<file path="config.mk">
export PLATFORM = sky130hd
export DESIGN_NAME = shot_ctrl
export DESIGN_NICKNAME = d
export VERILOG_FILES = /design/src/rtl/shot_ctrl.sv
export SDC_FILE = /design/constraint.sdc
export NUM_CORES = 1
export LEC_CHECK = 0
export ABC_AREA = 1
export CORE_ASPECT_RATIO = 2
export CORE_MARGIN = 4
export CORE_UTILIZATION = 42
export DETAILED_ROUTE_END_ITERATION = 10
export HOLD_SLACK_MARGIN = 0.05
export PLACE_DENSITY = 0.67
export SYNTH_ARGS = -nofsm -noshare
export SYNTH_HDL_FRONTEND = slang
export SYNTH_SLANG_ARGS = --single-unit
</file>
<file path="constraint.sdc">
create_clock -name i_Clk -period 1.96 [get_ports i_Clk]
set_clock_uncertainty 0.15 [all_clocks]
set_input_delay 0.392 -clock i_Clk [delete_from_list [all_inputs] [get_ports i_Clk]]
set_output_delay 0.392 -clock i_Clk [all_outputs]
set_load 0.05 [all_outputs]
</file>
<file path="src/rtl/shot_ctrl.sv">
// rtl/shot_ctrl.sv - projectile FSM: launch from paddle centre, step toward row 0, retire on hit/miss
// Optional SHOT_AUTOFIRE_EN: held fire re-launches whenever the FSM returns to IDLE.
module shot_ctrl #(
  parameter int c_PlayerPaddleX = 29,
  parameter int c_PaddleHeight  = 4,
  parameter int c_ShotSpeed     = 625000,
  parameter int c_CooldownTicks = 4
) (
  input  logic       i_Clk,
  input  logic       i_Rst,
  input  logic       i_Fire,
  input  logic [5:0] i_PaddleY,
  input  logic       i_Hit,
  input  logic [5:0] i_ColCountDiv,
  input  logic [5:0] i_RowCountDiv,
  output logic [5:0] o_ShotRow,
  output logic [5:0] o_ShotCol,
  output logic       o_ShotActive,
  output logic       o_Miss,
  output logic       o_DrawShot
);

  localparam int c_TickW = (c_ShotSpeed > 0) ? $clog2(c_ShotSpeed + 1) : 1;
  localparam logic [c_TickW-1:0] c_TickMax = c_TickW'(c_ShotSpeed);
  localparam int c_CoolW = (c_CooldownTicks > 1) ? $clog2(c_CooldownTicks) : 1;
  localparam logic [c_CoolW-1:0] c_CoolLast =
    (c_CooldownTicks > 0) ? c_CoolW'(c_CooldownTicks - 1) : '0;
  localparam logic [5:0] c_LaunchRow = 6'(c_PlayerPaddleX - 1);
  localparam logic [5:0] c_ColOffset = 6'(c_PaddleHeight / 2);

  typedef enum logic [1:0] {IDLE, FLY, COOLDOWN} state_t;

  state_t             r_State;
  logic [c_TickW-1:0] r_TickCnt;
  logic [c_CoolW-1:0] r_CoolCnt;
  logic               r_FireMeta;
  logic               r_FireSync;
  logic               r_FireSyncD;
  logic               w_FireEdge;
  logic               w_Launch;
  logic               w_Tick;

  always_ff @(posedge i_Clk or posedge i_Rst) begin
    if (i_Rst) begin
      r_FireMeta  <= 1'b0;
      r_FireSync  <= 1'b0;
      r_FireSyncD <= 1'b0;
    end else begin
      r_FireMeta  <= i_Fire;
      r_FireSync  <= r_FireMeta;
      r_FireSyncD <= r_FireSync;
    end
  end

  assign w_FireEdge = r_FireSync & ~r_FireSyncD;

`ifdef SHOT_AUTOFIRE_EN
  // Level launch; the edge term is already covered by the level.
  assign w_Launch = r_FireSync | w_FireEdge;
`else
  assign w_Launch = w_FireEdge;
`endif

  assign w_Tick = (r_TickCnt == c_TickMax);

  always_ff @(posedge i_Clk or posedge i_Rst) begin
    if (i_Rst) begin
      r_State      <= IDLE;
      r_TickCnt    <= '0;
      r_CoolCnt    <= '0;
      o_ShotRow    <= '0;
      o_ShotCol    <= '0;
      o_ShotActive <= 1'b0;
      o_Miss       <= 1'b0;
      o_DrawShot   <= 1'b0;
    end else begin
      o_Miss     <= 1'b0;
      o_DrawShot <= o_ShotActive && (i_RowCountDiv == o_ShotRow) &&
                    (i_ColCountDiv == o_ShotCol);
      case (r_State)
        IDLE: begin
          if (w_Launch) begin
            o_ShotCol    <= i_PaddleY + c_ColOffset;
            o_ShotRow    <= c_LaunchRow;
            r_TickCnt    <= '0;
            o_ShotActive <= 1'b1;
            r_State      <= FLY;
          end
        end
        FLY: begin
          // A hit beats a same-cycle step or miss: row holds, no miss pulse.
          if (i_Hit) begin
            r_TickCnt    <= '0;
            r_CoolCnt    <= '0;
            o_ShotActive <= 1'b0;
            r_State      <= COOLDOWN;
          end else if (w_Tick) begin
            r_TickCnt <= '0;
            if (o_ShotRow == 6'd0) begin
              o_Miss       <= 1'b1;
              r_CoolCnt    <= '0;
              o_ShotActive <= 1'b0;
              r_State      <= COOLDOWN;
            end else begin
              o_ShotRow <= o_ShotRow - 6'd1;
            end
          end else begin
            r_TickCnt <= r_TickCnt + 1'b1;
          end
        end
        COOLDOWN: begin
          if (w_Tick) begin
            r_TickCnt <= '0;
            if (r_CoolCnt == c_CoolLast) r_State <= IDLE;
            else r_CoolCnt <= r_CoolCnt + 1'b1;
          end else begin
            r_TickCnt <= r_TickCnt + 1'b1;
          end
        end
        default: begin
          o_ShotActive <= 1'b0;
          r_State      <= IDLE;
        end
      endcase
    end
  end

endmodule
</file>
# Yosys cells after proc, flatten, opt, wreduce, memory -nomap -nowiden
# Cells that the tools add are included.
# Widths: inputs -> output; s select.
# word_totals
reg_bits	42
latch_bits	0
ramBits	0
romBits	0
input_bits	22
elab_cells	77
mem_count	0
# classes
add_sub_neg	4
multipliers	0
div_mod_pow	0
magnitude_cmp	0
n_eq_ne	15
shift	0
muxes	31
n_bitwise	3
reduce_logical	13
# ops
operator	count
$mux 20	3
$pmux 20 s3	1
$mux 6	4
$mux 2	11
$add 20x1->20 const B	1
$eq 20x20->1 const B	1
$reduce_and 5->1	3
$ne 2x2->1 const B	7
$eq 6x6->1	2
$pmux 6 s2	1
$mux 1	8
$add 6x2->6 const B	1
$logic_not 6->1	1
$ne 3x3->1 const B	2
$pmux 2 s3	1
$sub 6x1->6 const B	1
$eq 2x2->1 const B	2
$pmux 2 s2	1
$reduce_and 2->1	2
$reduce_and 4->1	1
$reduce_bool 2->1	2
$pmux 1 s3	1
$reduce_bool 3->1	1
$add 2x1->2 const B	1
other kinds (5)	7

# Longest topological paths before layout
# Gate-level depths: netlist of run 1.
# logic_depth
depth_word	5
mapped_depth	12
ltp_nobuf	12

# Worst setup path after synthesis of run 1
# OpenSTA, ideal clock, no wires.
# synth_timing
path_kind	register to register
from	register o_ShotRow[0]
to	register o_ShotRow[5]
setup_ps	67
t_arrival_ps	1761
setup_slack_ps	-18
stages_incl_launch_ff	10
path_buffers	0
period_less_slack_ps	1978
path_cell_list	dfrtp_1 > inv_1 > ha_1 > nand3_1 > nand2_1 > inv_1 > nand3_1 > nand2_1 > nand2_1 > nand2_1
# synth_between
elab_chain_cells	5
word_cells_on_any_way	8
classes_between	1 x add/sub; 1 x eq/ne; 4 x mux; 2 x reduce/logical
# synth_lines
element	line	rtl
start, declared	16	output logic [5:0] o_ShotRow,
start signal, assigned	84	o_ShotRow <= c_LaunchRow;
start signal, assigned	105	o_ShotRow <= o_ShotRow - 6'd1;
$sub 6x1->6	105	
$mux 6	99	if (o_ShotRow == 6'd0) begin
$mux 6	97	end else if (w_Tick) begin
$mux 6	92	if (i_Hit) begin
$pmux 6 s2	80	case (r_State)
# Several ways; a longest one is shown, not always the timed one. The select of a mux whose other input is x is not followed.
# A chain may end at the register's enable or synchronous reset.

# Final worst setup path of run 1
# layout_timing
from	register r_TickCnt[0]
to	register r_TickCnt[2]
# layout_between
elab_chain_cells	4
word_cells_on_any_way	5
classes_between	1 x add/sub; 1 x eq/ne; 3 x mux
# layout_lines
element	line	rtl
start, declared	34	logic [c_TickW-1:0] r_TickCnt;
start signal, assigned	108	r_TickCnt <= r_TickCnt + 1'b1;
start signal, assigned	117	r_TickCnt <= r_TickCnt + 1'b1;
$add 20x1->20 or $eq 20x20->1 (tied branches)	108, 117, 64	
$mux 20 *	97, 112	
$mux 20	92	
$pmux 20 s3 *	80	
# Every way passes the cells marked *; elsewhere a longest branch is shown, timed or not.

==> impl_metrics.json, run 1 <==
{
  "die_h_microns": 119,
  "overflow": 0,
  "grt_pass1_wl_microns": 11500,
  "p_comb_frac": 0.530,
  "crit_required_ps": 1980,
  "power_switching_share": 0.430,
  "antenna_cells": 0,
  "drive_gt1_frac": 0.190,
  "vdd_drop_max_mv": 0.738,
  "antenna_found_initial": 0,
  "min_path_type": "reg -> reg",
  "p_int_mw": 2.55,
  "cts_tree": "yes",
  "grt_pass1_vias": 2573,
  "io_pins": 37,
  "drt_iter0_drc": 199,
  "gp_congestion": 0.853,
  "detail-route-antenna-nets": 0,
  "h-tree-depth": 2,
  "outcome": "complete, but fails checks",
  "worst_setup_path_end_kind": "register",
  "yosysMostFrequentCell": "nand2_1",
  "core_sq_um": 6010,
  "synth.area.top_cells": "dfrtp_1 (41%), nand2_1 (14%), nor2_1 (8.3%)",
  "synth_seq_cells": 42,
  "setup_viol": 1,
  "synthesis.nets": 388,
  "netlist_instances": 357,
  "hold_viol": 0,
  "switching_power_mw": 1.93,
  "synth_edf_count": 0,
  "critPathSlowestCell": "dfrtp_1",
  "synthArstFlopShare": 1.00,
  "power_leakage_nw": 1.67,
  "crit_fanout": 5,
  "seq_area_frac_synth": 0.409,
  "clock_latency_ps": 280,
  "pwr-share-seq": 0.262,
  "yosysTopAreaCell": "dfrtp_1",
  "period_share": 1.00,
  "fp-row-count": 40,
  "worstSetupPathType": "reg -> reg",
  "period_minus_slack_ps": 1960,
  "syn_area_per_cell_sq_um": 7.21,
  "synth_top_cells_by_count": "nand2_1 (96), nor2_1 (57), inv_1 (43), dfrtp_1 (42), nand3_1 (39)",
  "p_clk_frac": 0.208,
  "setup_ws_ps": -0.572,
  "routed_via_density": 5.27,
  "cpPeakStageDelay_ps": 420,
  "cts_hold_buf": 0,
  "num_vias": 2557,
  "routed_wl_microns": 6950,
  "cap_violations": 0,
  "path_cells": "inv_2 > ha_4 > inv_2 > nor2_1 > nand2_1 > nor2_2 > nand3_2 > o21ai_4 > inv_2 > a21oi_4 > clkbuf_16 > nor2_1",
  "place_hpwl_microns": 5200,
  "synth_area_sq_um": 2570,
  "syn2layout_area_growth_pct": 34.0,
  "netlist.area_leader.share": 0.409,
  "die_area_sq_um": 7520,
  "rsz0062_at_grt": "true",
  "maxSlewViolCount": 0,
  "port_buffers": 36,
  "clockBufferDepth": 2,
  "first_pass_iters": 5,
  "fin_util": 0.574,
  "start_util": 0.428,
  "grt_usage": 0.189,
  "cts_buffers": 5,
  "synthFlopType": "dfrtp_1",
  "synth.distinct_cells": 25,
  "violations": "setup timing",
  "clock.fmax_mhz": 510,
  "start_kind": "register",
  "cts.sinks": 42,
  "max_slew_margin": 0.764,
  "powerDensity_nw_per_um2": 1300,
  "fp.dieW_microns": 63.3,
  "cp_common_cell": "inv_2",
  "post_drt_wl_per_cell_microns": 14.3,
  "fin_nets": 452,
  "worstMarginPinSlew_ps": 353,
  "power_mw": 4.48,
  "yosys_warnings": 0,
  "clk_pin_slew_worst_paths_ps": 60,
  "grt_max_degree": 43,
  "drc": 0,
  "worstPathArrival_ps": 1980,
  "cts-root-buf": "clkbuf_16"
}
critical path: cells and delay by family (launching register included):
kind	cells	cell delay, ps
flops	1	420
buf+inv	4	400
simple gates	5	390
compound gates	2	350
fa+ha+maj	1	140
path summary, 6_finish.rpt:
check	from	endpoint	slack, ps	cells past startpoint
max	r_TickCnt[0]	r_TickCnt[2]	-0.6	12
min	r_FireMeta	r_FireSync	210	0
max reg2reg	r_TickCnt[0]	r_TickCnt[2]	-0.6	12
min reg2reg	r_FireMeta	r_FireSync	210	0
max in group asynchronous	i_Rst	o_ShotRow[0]	1110	3
min in group asynchronous	i_Rst	o_Miss	310	3
registers in the layout, indices dropped and copies added (netlist names):
signal        cells
r_TickCnt        20
r_FireMeta        1
o_ShotRow         6
r_State           2
r_CoolCnt         2
r_FireSyncD       1
o_ShotActive      1
o_DrawShot        1
o_Miss            1
o_ShotCol         6
r_FireSync        1
cell type report:
cell class	instances	area [sq um]
clock buffer	5	125
clock inverter	3	40.0
fill	592	2560
inverter	45	169
multi-input combinational	265	1410
sequential	42	1050
tap	63	78.8
timing repair buffer	62	577
power by group through the flow:
stage	sequential, mW	combinational [mW]	clock (mW)
5_1_grt	1.20	2.58	0.989
2_1_floorplan	1.57	0.932	0
3_5_place_dp	1.19	2.07	0
3_3_place_gp	1.18	2.05	0
6_report	1.17	2.37	0.931
4_1_cts	1.17	2.09	0.956
metal layers:
metal | routed length, microns | vias to the layer above | part of all wire | global-route usage
li1 | - | 1270 | - | -
met1 | 2320 | 1185 | 0.33 | 0.173
met2 | 4080 | 80 | 0.59 | 0.384
met3 | 281 | 22 | 0.040 | 0.0257
met4 | 267 | 0 | 0.038 | 0.0920
met5 | 0 | - | 0 | 0
kinds of logic (layout without fill, tap and decap cells):
logic type / after synthesis / after routing / synth area share
and+or+nand+nor: 216 / 216 / 0.357
buffers and inverters: 50 / 115 / 0.0768
DFF: 42 / 42 / 0.409
AOI/OAI and AO/OA: 24 / 24 / 0.0589
xor gates and xnor gates: 16 / 16 / 0.0545
adders and majority gates: 9 / 9 / 0.0438
timing repair:
action / in CTS / in global routing
setup buffers: 0 / 5
gates cloned: 0 / 2
pin swaps: 0 / 4
gates resized for setup: 1 / 26
endpoints found under the setup margin: 4 / 27
per-stage QoR:
step	hold slack [ps]	setup slack [ps]	area (sq um)	cells	setup TNS, ps
2_1_floorplan	181	71.8	2570	357	0
3_3_place_gp	189	-3.92	3130	470	-3.92
3_5_place_dp	198	-81.0	3130	470	-236
4_1_cts	210	7.22	3300	478	0
5_1_grt	215	-115	3450	485	-1930
6_report	206	-0.572	3450	485	-0.572
placed cells by master, fill, tap and decap left out, drive strengths merged:
master	Yosys	layout
a21oi	4	4
a221oi	3	3
and2	1	1
buf	3	40
bufinv	0	1
clkbuf	2	6
clkdlybuf4s50	0	21
clkinv	0	2
dfrtp	42	42
ha	9	9
inv	45	45
nand2	96	96
nand3	40	40
nand4	15	15
nor2	58	58
nor3	3	3
o21ai	14	14
o21bai	1	1
o22ai	2	2
or2	3	3
xnor2	2	2
xor2	14	14
No activity file was read; power rests on OpenSTA's default activity.
==> run 2: changes to the inputs <==
SKIP_LAST_GASP = 1   (was not set)
==> impl_metrics.json, run 2 (synthesis gave the netlist of run 1 again) <==
{
  "max_slew_margin": 0.763,
  "worstHoldEndpoint": "r_FireSync",
  "hold_start": "r_FireMeta",
  "dp_slack_ps": -81.0,
  "cts_tree": "yes",
  "multi_input_area_sq_um": 1410,
  "r2r_setup_slack_ps": -3,
  "ff2ff_path_depth": 12,
  "num_vias": 2549,
  "fin_nets": 452,
  "maxSlewViolCount": 0,
  "die_area_sq_um": 7520,
  "cap_violations": 0,
  "design_area_sq_um": 3450,
  "vdd_drop_max_mv": 0.738,
  "power_switching_share": 0.430,
  "die_h_microns": 119,
  "io_pins": 37,
  "fin_cells": 485,
  "post_drt_wl_per_cell_microns": 14.4,
  "p_comb_frac": 0.530,
  "dpl-instance-area_sq_um": 3130,
  "fp.dieW_microns": 63.3,
  "drive_gt1_frac": 0.190,
  "grt_pass1_wl_microns": 11500,
  "outcome": "complete, but fails checks",
  "setup_viol": 4,
  "clock.fmax_mhz": 509,
  "start_kind": "register",
  "clk_pin_slew_worst_paths_ps": 60,
  "overflow": 0,
  "setup_ws_ps": -2.98,
  "start_util": 0.428,
  "min_path_type": "reg -> reg",
  "fin_setup_tns_ps": -7.03,
  "fillers": 592,
  "drc": 0,
  "detail-route-antenna-nets": 0,
  "antenna_found_initial": 0,
  "violations": "setup timing",
  "rsz0062_at_grt": "true",
  "drt_iter0_drc": 197,
  "fp-row-count": 40,
  "antenna_cells": 0,
  "ff_latch_area_sq_um": 1050,
  "period_share": 1.00,
  "worstPathArrival_ps": 1980,
  "grt_pass1_vias": 2573,
  "p_int_mw": 2.55,
  "cts_hold_buf": 0,
  "crit_fanout": 5,
  "crit_required_ps": 1980,
  "h-tree-depth": 2,
  "period_minus_slack_ps": 1960,
  "whs_path_depth": 0,
  "hold_viol": 0,
  "core_sq_um": 6010,
  "grt_usage": 0.189,
  "worstSetupPathType": "reg -> reg",
  "cts_buffers": 5,
  "first_pass_iters": 5,
  "largestRegisters": "r_TickCnt (20), o_ShotCol (6), o_ShotRow (6)",
  "gp_congestion": 0.853,
  "grt_max_degree": 43,
  "p_clk_frac": 0.208,
  "routed_wl_microns": 6970,
  "layout_common_cells": "nand2_1 (93), nor2_1 (49), dfrtp_1 (41)",
  "layout_commonest_cell": "nand2_1",
  "syn2layout_area_growth_pct": 34.0,
  "worst_setup_path_end_kind": "register",
  "switching_power_mw": 1.93,
  "power_mw": 4.48,
  "port_buffers": 36,
  "pwr-share-seq": 0.262,
  "worstMarginPinSlew_ps": 354,
  "hold_ws_ps": 205,
  "place_hpwl_microns": 5200,
  "dp_cells": 470,
  "fin_util": 0.574,
  "clockBufferDepth": 2,
  "power_leakage_nw": 1.67,
  "cts.sinks": 42,
  "largest_register_ffs": 20,
  "powerDensity_nw_per_um2": 1300,
  "cts-root-buf": "clkbuf_16",
  "reg2reg_from": "r_TickCnt[0]",
  "routed_via_density": 5.26,
  "clock_latency_ps": 280,
  "regMostFlops": "r_TickCnt",
  "timing.rr.end": "r_TickCnt[2]"
}
[run 2: cell type report]
cell class              instances  share of cell area
multi-input cells             265               0.408
flip-flops and latches         42               0.305
repair buffers                 62               0.167
inverters                      45              0.0490
clock buffers                   5              0.0363
well taps                      63              0.0229
clock inverters                 3              0.0116
[run 2: worst max-delay path by stage]
stage / from / depth (start not counted) / slack [ps] / endpoint
2_1_floorplan: o_ShotRow[1] / 9 / 70 / o_ShotRow[5]
3_3_place_gp: i_Hit / 8 / -4 / o_ShotRow[4]
3_5_place_dp: i_Hit / 8 / -80 / o_ShotRow[5]
4_1_cts: r_TickCnt[0] / 11 / 7 / o_ShotRow[5]
5_1_grt: r_TickCnt[0] / 12 / -110 / r_TickCnt[3]
6_report: r_TickCnt[0] / 12 / -3 / r_TickCnt[2]
[run 2: repair_timing]
item,in CTS,in global routing
resized for setup,1,26
pin swaps,0,4
cloned,0,2
setup buffers,0,5
endpoints found under the setup margin,4,27
[run 2: routing by layer]
metal	global-route usage	vias to the layer above	wire length, microns
li1	-	1270	-
met5	0	-	0
met1	0.173	1179	2340
met3	0.0257	22	281
met2	0.384	78	4080
met4	0.0920	0	267
[run 2: power by group through the flow]
stage / sequential, mW / combinational [mW] / clock [mW]
after CTS: 1.17 / 2.09 / 0.956
final: 1.17 / 2.37 / 0.931
after global placement: 1.18 / 2.05 / 0
after global routing: 1.20 / 2.58 / 0.989
after floorplan: 1.57 / 0.932 / 0
after detailed placement: 1.19 / 2.07 / 0
[run 2: worst max-delay path, cell delays in order, from the launching register on]
cell       delay, ps
dfrtp_1          420
inv_2            100
ha_4             140
inv_2             30
nor2_1            80
nand2_1           70
nor2_2            90
nand3_2          110
o21ai_4           90
inv_2             70
a21oi_4          260
clkbuf_16        200
nor2_1            40
